File: config.mk
export PLATFORM = sky130hd
export DESIGN_NAME = bp_lce_req_stream_out_flat
export DESIGN_NICKNAME = d
export VERILOG_FILES = /design/src/rtl/bp_lce_req_stream_out_if.sv /design/src/rtl/bp_lce_req_stream_out.sv /design/src/flat_wrapper.sv
export SDC_FILE = /design/constraint.sdc
export NUM_CORES = 1
export LEC_CHECK = 0
export BUFFER_PORTS_ARGS = -buffer_cell sky130_fd_sc_hd__buf_2
export CAP_MARGIN = 20
export CORE_MARGIN = 3
export CORE_UTILIZATION = 40
export DETAILED_ROUTE_END_ITERATION = 6
export GPL_ROUTABILITY_DRIVEN = 0
export PLACE_DENSITY = 0.71
export SKIP_LAST_GASP = 1
export SLEW_MARGIN = 40
export SYNTH_ARGS = -nofsm -noshare
export SYNTH_HDL_FRONTEND = slang
export SYNTH_SLANG_ARGS = --single-unit
File: constraint.sdc
create_clock -name clk_i -period 18.7 [get_ports clk_i]
set_input_delay 1.87 -clock clk_i [delete_from_list [all_inputs] [get_ports clk_i]]
set_output_delay 1.87 -clock clk_i [all_outputs]
set_load 0.005 [all_outputs]
File: src/rtl/bp_lce_req_stream_out_if.sv
// Bundle between the LCE request handler (message side) and the coherence-network
// request link (header channel plus data-beat channel).
interface bp_lce_req_stream_out_if #(
  parameter int unsigned hdr_width_p  = 64,
  parameter int unsigned data_width_p = 512,
  parameter int unsigned beat_width_p = 64
);
  logic [hdr_width_p-1:0]  msg_header_i;
  logic [2:0]              msg_size_i;
  logic                    msg_has_data_i;
  logic [data_width_p-1:0] msg_data_i;
  logic                    msg_v_i;
  logic                    msg_yumi_o;

  logic [hdr_width_p-1:0]  link_header_o;
  logic                    link_header_v_o;
  logic                    link_header_ready_and_i;
  logic [beat_width_p-1:0] link_data_o;
  logic                    link_data_v_o;
  logic                    link_data_last_o;
  logic                    link_data_ready_and_i;

  modport slave (
    input  msg_header_i, msg_size_i, msg_has_data_i, msg_data_i, msg_v_i,
    input  link_header_ready_and_i, link_data_ready_and_i,
    output msg_yumi_o, link_header_o, link_header_v_o,
    output link_data_o, link_data_v_o, link_data_last_o
  );

  modport master (
    output msg_header_i, msg_size_i, msg_has_data_i, msg_data_i, msg_v_i,
    output link_header_ready_and_i, link_data_ready_and_i,
    input  msg_yumi_o, link_header_o, link_header_v_o,
    input  link_data_o, link_data_v_o, link_data_last_o
  );
endinterface

File: src/rtl/bp_lce_req_stream_out.sv
// Serializes one captured LCE request (header + optional payload) onto the network
// request link: header first, then payload beats, with back-to-back message support.
module bp_lce_req_stream_out #(
  parameter int unsigned hdr_width_p  = 64,
  parameter int unsigned data_width_p = 512,
  parameter int unsigned beat_width_p = 64
) (
  input  logic                        clk_i,
  input  logic                        reset_i,
  bp_lce_req_stream_out_if.slave      link_if,
  output logic                        busy_o
);

  localparam int unsigned NUM_BEATS  = data_width_p / beat_width_p;
  localparam int unsigned CNT_W      = $clog2(NUM_BEATS) + 1;
  localparam int unsigned BEAT_BYTES = beat_width_p / 8;

  typedef enum logic [1:0] {
    e_ready  = 2'd0,
    e_header = 2'd1,
    e_data   = 2'd2
  } state_e;

  state_e                  r_state;
  state_e                  w_state_next;
  logic [hdr_width_p-1:0]  r_header;
  logic [data_width_p-1:0] r_data;
  logic [2:0]              r_size;
  logic                    r_sub;
  logic [CNT_W-1:0]        r_beats;
  logic [CNT_W-1:0]        r_cnt;

  logic                    w_yumi;
  logic                    w_hdr_v;
  logic                    w_data_v;
  logic                    w_last;
  logic                    w_done;
  logic                    w_data_hs;
  logic [7:0]              w_bytes_in;
  logic [CNT_W-1:0]        w_beats_in;
  logic                    w_sub_in;
  logic [7:0]              w_mask;
  logic [beat_width_p-1:0] w_beat_sel;
  logic [beat_width_p-1:0] w_beat_rep;

  // Beat count of the incoming message; sub-beat payloads still occupy one beat
  always_comb begin
    w_bytes_in = 8'd1 << link_if.msg_size_i;
    w_sub_in   = link_if.msg_has_data_i && (32'(w_bytes_in) < BEAT_BYTES);
    if (!link_if.msg_has_data_i) begin
      w_beats_in = '0;
    end else if (32'(w_bytes_in) <= BEAT_BYTES) begin
      w_beats_in = CNT_W'(1);
    end else begin
      w_beats_in = CNT_W'(32'(w_bytes_in) / BEAT_BYTES);
    end
  end

  always_ff @(posedge clk_i or posedge reset_i) begin
    if (reset_i) begin
      r_state <= e_ready;
    end else begin
      r_state <= w_state_next;
    end
  end

  // done is not a held state: it is the cycle of the final handshake, where a new message may be taken
  always_comb begin
    w_state_next = r_state;
    w_yumi       = 1'b0;
    w_hdr_v      = 1'b0;
    w_data_v     = 1'b0;
    w_last       = 1'b0;
    w_done       = 1'b0;
    unique case (r_state)
      e_ready: begin
        w_yumi = link_if.msg_v_i;
        if (link_if.msg_v_i) w_state_next = e_header;
      end
      e_header: begin
        w_hdr_v = 1'b1;
        if (link_if.link_header_ready_and_i) begin
          if (r_beats == '0) w_done = 1'b1;
          else               w_state_next = e_data;
        end
      end
      e_data: begin
        w_data_v = 1'b1;
        w_last   = (r_cnt == r_beats - CNT_W'(1));
        if (link_if.link_data_ready_and_i && w_last) w_done = 1'b1;
      end
      default: w_state_next = e_ready;
    endcase
    if (w_done) begin
      w_yumi       = link_if.msg_v_i;
      w_state_next = link_if.msg_v_i ? e_header : e_ready;
    end
  end

  assign w_data_hs = w_data_v && link_if.link_data_ready_and_i;

  always_ff @(posedge clk_i or posedge reset_i) begin
    if (reset_i) begin
      r_header <= '0;
      r_data   <= '0;
      r_size   <= '0;
      r_sub    <= 1'b0;
      r_beats  <= '0;
      r_cnt    <= '0;
    end else if (w_yumi) begin
      r_header <= link_if.msg_header_i;
      r_data   <= link_if.msg_data_i;
      r_size   <= link_if.msg_size_i;
      r_sub    <= w_sub_in;
      r_beats  <= w_beats_in;
      r_cnt    <= '0;
    end else if (w_data_hs) begin
      r_cnt    <= r_cnt + CNT_W'(1);
    end
  end

  always_comb begin
    w_beat_sel = '0;
    for (int unsigned b = 0; b < NUM_BEATS; b++) begin
      if (r_cnt == CNT_W'(b)) w_beat_sel = r_data[b*beat_width_p +: beat_width_p];
    end
  end

  // Sub-beat payload: byte k of the beat repeats payload byte (k mod payload bytes)
  always_comb begin
    w_mask     = (8'd1 << r_size) - 8'd1;
    w_beat_rep = '0;
    for (int unsigned k = 0; k < BEAT_BYTES; k++) begin
      for (int unsigned j = 0; j < BEAT_BYTES; j++) begin
        if ((8'(k) & w_mask) == 8'(j)) w_beat_rep[k*8 +: 8] = r_data[j*8 +: 8];
      end
    end
  end

  assign link_if.msg_yumi_o       = w_yumi & ~reset_i;
  assign link_if.link_header_o    = r_header;
  assign link_if.link_header_v_o  = w_hdr_v;
  assign link_if.link_data_o      = r_sub ? w_beat_rep : w_beat_sel;
  assign link_if.link_data_v_o    = w_data_v;
  assign link_if.link_data_last_o = w_last;
  assign busy_o                   = (r_state != e_ready);

  a_size_legal: assert property (@(posedge clk_i) disable iff (reset_i)
    (w_yumi && link_if.msg_has_data_i) |-> ((32'd8 << link_if.msg_size_i) <= data_width_p));

endmodule
File: src/flat_wrapper.sv
// flat-port wrapper written by rule: the top's interface ports become plain ports
module bp_lce_req_stream_out_flat 
#(
  parameter int unsigned hdr_width_p  = 64,
  parameter int unsigned data_width_p = 512,
  parameter int unsigned beat_width_p = 64
)
  (clk_i, reset_i, busy_o, link_if_msg_header_i, link_if_msg_size_i, link_if_msg_has_data_i, link_if_msg_data_i, link_if_msg_v_i, link_if_link_header_ready_and_i, link_if_link_data_ready_and_i, link_if_msg_yumi_o, link_if_link_header_o, link_if_link_header_v_o, link_if_link_data_o, link_if_link_data_v_o, link_if_link_data_last_o);
  bp_lce_req_stream_out_if #(.hdr_width_p(hdr_width_p), .data_width_p(data_width_p), .beat_width_p(beat_width_p)) link_if_i ();
  input  logic clk_i;
  input  logic reset_i;
  output logic busy_o;
  input wire logic [$bits(link_if_i.msg_header_i)-1:0] link_if_msg_header_i;
  input wire logic [$bits(link_if_i.msg_size_i)-1:0] link_if_msg_size_i;
  input wire logic [$bits(link_if_i.msg_has_data_i)-1:0] link_if_msg_has_data_i;
  input wire logic [$bits(link_if_i.msg_data_i)-1:0] link_if_msg_data_i;
  input wire logic [$bits(link_if_i.msg_v_i)-1:0] link_if_msg_v_i;
  input wire logic [$bits(link_if_i.link_header_ready_and_i)-1:0] link_if_link_header_ready_and_i;
  input wire logic [$bits(link_if_i.link_data_ready_and_i)-1:0] link_if_link_data_ready_and_i;
  output wire logic [$bits(link_if_i.msg_yumi_o)-1:0] link_if_msg_yumi_o;
  output wire logic [$bits(link_if_i.link_header_o)-1:0] link_if_link_header_o;
  output wire logic [$bits(link_if_i.link_header_v_o)-1:0] link_if_link_header_v_o;
  output wire logic [$bits(link_if_i.link_data_o)-1:0] link_if_link_data_o;
  output wire logic [$bits(link_if_i.link_data_v_o)-1:0] link_if_link_data_v_o;
  output wire logic [$bits(link_if_i.link_data_last_o)-1:0] link_if_link_data_last_o;
  assign link_if_i.msg_header_i = link_if_msg_header_i;
  assign link_if_i.msg_size_i = link_if_msg_size_i;
  assign link_if_i.msg_has_data_i = link_if_msg_has_data_i;
  assign link_if_i.msg_data_i = link_if_msg_data_i;
  assign link_if_i.msg_v_i = link_if_msg_v_i;
  assign link_if_i.link_header_ready_and_i = link_if_link_header_ready_and_i;
  assign link_if_i.link_data_ready_and_i = link_if_link_data_ready_and_i;
  assign link_if_msg_yumi_o = link_if_i.msg_yumi_o;
  assign link_if_link_header_o = link_if_i.link_header_o;
  assign link_if_link_header_v_o = link_if_i.link_header_v_o;
  assign link_if_link_data_o = link_if_i.link_data_o;
  assign link_if_link_data_v_o = link_if_i.link_data_v_o;
  assign link_if_link_data_last_o = link_if_i.link_data_last_o;
  bp_lce_req_stream_out #(.hdr_width_p(hdr_width_p), .data_width_p(data_width_p), .beat_width_p(beat_width_p)) u_core (.clk_i(clk_i), .reset_i(reset_i), .link_if(link_if_i), .busy_o(busy_o));
endmodule
* Word level (Yosys, flattened, before mapping)
Index checks and enable logic that the tools add are counted.
Storage, ports and cells: register bits after elaboration 590, input port bits 585, logic and storage cells 116
Cells by class: add/subtract/negate cells 3, shifts and indexed selects 2, order comparisons 2, bitwise logic cells 2, multiplexer cells 54, reductions and logical operators 16, equality and inequality tests 30
Operators by type and width (count):
- two-way mux 64 bit | 9
- two-way mux 8 bit | 26
- logical NOT 8 bit | 7
- == test 4 x 3 -> 1 bit (second input constant) | 4
- two-way mux 4 bit | 4
- == test 2 bit (second input constant) | 7
- == test 3 bit (second input constant) | 4
- two-way mux 1 bit | 9
- inequality test 3 x 2 -> 1 bit (second input constant) | 3
- == test 2 x 1 -> 1 bit (second input constant) | 4
- == test 4 x 2 -> 1 bit (second input constant) | 2
- <= comparator 8 x 4 -> 1 bit (second input constant) | 1
- logical NOT 4 bit | 2
- < comparator 8 x 4 -> 1 bit (second input constant) | 1
- two-way mux 2 bit | 4
- left shift 1 x 3 -> 8 bit (first input constant) | 1
- == test 3 x 2 -> 1 bit (second input constant) | 2
- one-hot mux 2 bit (3 select lines) | 1
- adder 4 x 1 -> 4 bit (second input constant) | 1
- == test 4 x 1 -> 1 bit (second input constant) | 1
- == test 4 bit | 1
- AND reduction 4 bit | 1
- nonzero test 2 bit | 2
- subtractor 4 x 1 -> 4 bit (second input constant) | 1
- 9 further kinds | 11

* Depth between registers and ports, before layout
depth in word-level cells 12, mapped depth 11, depth with buffers taken out 9

* Worst setup path before layout
Ideal clock, no wire load.
path type input port to output port, start point input port reset_i, end point output port link_if_msg_yumi_o, slack 1795 ps, arrival 15035 ps, data required time 16830 ps, cell stages on the path 2, path buffers 0, path through inv_1 -> and2_1
On the way: longest elaborated chain between the ends 2
RTL lines:
- from (decl) | RTL line flat_wrapper.sv:11 | input logic reset_i;
- NOT 1 bit | RTL line bp_lce_req_stream_out.sv:140 | assign link_if.msg_yumi_o = w_yumi & ~reset_i;
- AND 1 bit | RTL line bp_lce_req_stream_out.sv:140
- to (decl) | RTL line flat_wrapper.sv:20 | output wire logic [$bits(link_if_i.msg_yumi_o)-1:0] link_if_msg_yumi_o;
No other way between the ends.

* Worst setup path in the final report
start point register u_core.r_cnt[0], end point output port link_if_link_data_o[15]
On the way: longest elaborated chain between the ends 10
RTL lines:
- from (decl) | RTL line bp_lce_req_stream_out.sv:31 | logic [CNT_W-1:0] r_cnt;
- from (signal assigned) | RTL line bp_lce_req_stream_out.sv:118 | r_cnt <= r_cnt + CNT_W'(1);
- logical NOT 4 bit | RTL line bp_lce_req_stream_out.sv:125 | if (r_cnt == CNT_W'(b)) w_beat_sel = r_data[b*beat_width_p +: beat_width_p];
- two-way mux 64 bit (7 in series) | RTL line bp_lce_req_stream_out.sv:125
- two-way mux 64 bit (*) | RTL line bp_lce_req_stream_out.sv:125
- two-way mux 64 bit (*) | RTL line bp_lce_req_stream_out.sv:143 | assign link_if.link_data_o = r_sub ? w_beat_rep : w_beat_sel;
- to (decl) | RTL line flat_wrapper.sv:23 | output wire logic [$bits(link_if_i.link_data_o)-1:0] link_if_link_data_o;
Mark *: on every way between the ends. The rest lies on a longest branch, timed or not.

==> summary.md <==
| Metric | Value |
|---|---|
| Outcome | `finished, final reports clean` |
| IO Count | `718` |
| CTS max path bufs | `3` |
| First-pass DRT Iterations | `7` |
| Layout cells sized above 1 | `49.31%` |
| Register clock-pin slew on the reported worst setup and hold paths | `60 ps` |
| Post-CTS setup buffers | `0` |
| Clk pwr share | `18.8%` |
| Period utilisation layout | `34.16%` |
| IO buf count | `717` |
| Clk_lat worst skew | `630 ps` |
| Critical path type | `flop to output pin` |
| Setup tns final | `0 ps` |
| Starting Density | `40.48%` |
| Critical path's largest stage delay | `640 ps` |
| Initial antenna violation count | `67` |
| Total CTS buffers | `69` |
| Largest net degree at the start of global routing | `86` |
| CTS sink cnt | `590` |
| Post-synthesis async set-or-reset flop share | `100.0%` |
| Number of enable flip-flop cells after synthesis | `0` |
| Final net count | `3585` |
| Core area | `73080 um2` |
| Worst-Margin Slew | `964.6 ps` |
| Vias | `23910` |
| Sequential area share after synthesis | `49.90%` |
| Synth cell types | `57` |
| Finished Layout Cells | `4051` |
| Max_cap viols | `0` |
| DRT Wirelength | `122.1 mm` |
| Final setup fails | `0` |
| Core Util, Final | `49.75%` |
| Fmax achieved | `156.6 MHz` |
| Cts hold-fix bufs | `0` |
| Seq cells post-synth | `590` |
| CP Max Fanout | `49` |
| Critical Path, Cell by Cell | `inv_1, ha_4, inv_4, buf_4, buf_4, o21ai_0, o22ai_1, o221ai_1, a221oi_1, buf_2` |
| Post-CTS sizing | `0` |
| Routed vias/inst | `5.902` |
| Final slew viol count | `0` |
| Worst setup SP type | `flop` |
| CP most frequent cell | `buf_4` |
| Root buffer cell | `clkbuf_16` |
| Slew margin rel. | `35.69%` |
| Fin Hold WS | `499.9 ps` |
| Hold Path Class | `flop to flop` |
| GRT Resource Usage Total | `30.63%` |
| Register share of total power | `35.1%` |
| Synthesized area per cell | `12.55 um2` |
| Die Ht | `278.0 um` |
| Vias in the first global route | `24000` |
| Critical path's slowest cell | `o22ai_1` |
| RSZ-0062 raised after global routing | `no` |
| CP required | `16830 ps` |
| Hold Violations, Final | `0` |
| Global-route wire length before repair | `171.9 mm` |
| Placed Cells | `3873` |
| HPWL Detailed | `90.17 mm` |
| Drt initial violations | `2702` |
| DRC violations left | `0` |
| H-tree depth | `3` |
| Overflow after GRT | `0` |
| Pleak | `16.39 nW` |
| CP endpoint kind | `output pin` |
| Commonest cells after routing, fill and taps aside | `buf_2 (717), dfrtp_1 (587), mux2_4 (300), mux2_2 (285), a21oi_1 (167)` |
| DIE AREA | `77260 um2` |
| Ys flop type | `dfrtp_1` |
| Die W | `278.0 um` |
| Detail Route Antenna Nets | `0` |
| Synthesized netlist cell count | `2357` |
| Fin crit period | `6387 ps` |
| Clk_skew | `23.54 ps` |
| Gate power share | `46.1%` |
| Synth warnings | `0` |
| Sw Share | `40.44%` |
| Final instance area | `36360 um2` |
| Area Growth Syn to Fin | `22.89%` |
| Psw | `2.995 mW` |
| Syn_nets | `2957` |
| Critical Path AT | `4520 ps` |
| Mapped Area | `29590 um2` |
| Dpl cell area | `33870 um2` |
| CTS tree | `built` |
| Worst vdd ir | `0.1062 mV` |
| WL per Instance | `30.13 um` |
| PD cells | `203.7 nW/um2` |
| Rows | `99` |
| Most common cell after layout, fill and taps aside | `buf_2` |
| Pint | `4.410 mW` |
==> final timing paths <==
check                                                from  cells after the start  slack [ps]                                            to
setup reg to reg              u_core.r_cnt[2]$_DFFE_PP0P_                     10       13970                 u_core.r_data[15]$_DFFE_PP0P_
min in group asynchronous                         reset_i                      2        1300  u_core.link_if.link_header_o[22]$_DFFE_PP0P_
hold reg to reg            u_core.r_data[501]$_DFFE_PP0P_                      1         500                u_core.r_data[501]$_DFFE_PP0P_
hold / removal             u_core.r_data[501]$_DFFE_PP0P_                      1         500                u_core.r_data[501]$_DFFE_PP0P_
setup / recovery              u_core.r_cnt[0]$_DFFE_PP0P_                     10       12310                       link_if_link_data_o[15]
max in group asynchronous                         reset_i                      5       14770                 u_core.r_data[25]$_DFFE_PP0P_
==> cells in the mapped netlist, drive strengths merged (5+ instances only) <==
| cell type | n | area, um2 |
|---|---|---|
| a2111oi | 5 | 43.79 |
| a211oi | 12 | 90.09 |
| a21oi | 167 | 835.8 |
| a221o | 5 | 50.05 |
| a221oi | 93 | 814.5 |
| a22oi | 19 | 142.6 |
| a311oi | 5 | 43.79 |
| a31oi | 11 | 68.82 |
| and2 | 8 | 50.05 |
| and3 | 8 | 50.05 |
| buf | 89 | 631.9 |
| clkbuf | 118 | 442.9 |
| dfrtp | 590 | 14760 |
| ha | 15 | 187.7 |
| inv | 24 | 90.08 |
| mux2 | 585 | 7714 |
| mux2i | 28 | 280.3 |
| nand2 | 68 | 255.2 |
| nand2b | 8 | 50.05 |
| nand3 | 11 | 55.05 |
| nor2 | 109 | 409.1 |
| nor2b | 6 | 37.54 |
| nor3 | 26 | 135.1 |
| nor3b | 11 | 87.58 |
| o211ai | 8 | 60.06 |
| o21a | 29 | 217.7 |
| o21ai | 141 | 705.7 |
| o221a | 6 | 67.56 |
| o221ai | 26 | 227.7 |
| o22ai | 58 | 362.9 |
| o2bb2ai | 11 | 96.34 |
| o31ai | 9 | 67.56 |
| o32ai | 16 | 140.1 |
| xnor2 | 6 | 52.55 |
==> critical path, delay by kind of cell (launching register included) <==
kind	cells	cell delay, ps
buffers and inverters	5	1700
adder cells (fa/ha/maj)	1	210
AO/OA/AOI/OAI	4	1470
flip-flops	1	480
==> kinds of logic (layout without fill, tap and decap cells) <==
kind of cell	count (synthesis)	count (layout)	share of synthesized area, %
other cells	0	58	0
mux	615	615	27.17
compound gates	634	634	14.02
fa+ha+maj	15	15	0.6344
simple gates	262	262	3.971
xor+xnor	10	10	0.3679
flops	590	590	49.90
buf+inv	231	908	3.937
==> routing by layer <==
layer / global-route usage [%] / up-vias / share of wire, %
met3: 10.04 / 318 / 11
met5: 0 / - / 0.063
met1: 41.98 / 12080 / 42
met4: 14.19 / 12 / 4.7
met2: 44.02 / 1396 / 43
li1: - / 10110 / -
==> registers in the layout, summed over array words and instances (netlist names) <==
register and flops:
u_core.r_sub 1, u_core.r_data 512, u_core.r_beats 4, u_core.r_size 3, u_core.r_state 2, u_core.r_cnt 4, u_core.link_if.link_header_o 64
==> power groups by stage <==
stage	clock network [mW]	registers (mW)	logic, mW
after floorplan	0	2.25	2.24
after global placement	0	2.57	3.29
after detailed placement	0	2.57	3.34
after CTS	1.42	2.56	3.37
after global routing	1.47	2.65	3.62
final	1.39	2.60	3.41
==> per-stage QoR <==
| stage | setup WS [ps] | power, mW |
|---|---|---|
| floorplan | 307.0 | 4.490 |
| global placement | 12950 | 5.857 |
| detailed placement | 13090 | 5.911 |
| CTS | 12420 | 7.347 |
| global route | 12120 | 7.738 |
| finish | 12310 | 7.405 |
==> layout make-up <==
| class | count | area, um2 |
|---|---|---|
| timing repair buffer | 764 | 4060 |
| tap | 959 | 1200 |
| clock inverter | 29 | 370.4 |
| clock buffer | 91 | 1939 |
| fill | 6517 | 36720 |
| inverter | 24 | 100.1 |
| antenna | 58 | 145.1 |
| multi-input combinational | 1536 | 13780 |
| sequential | 590 | 14770 |
Note: power is estimated with default switching activity, not from simulation.
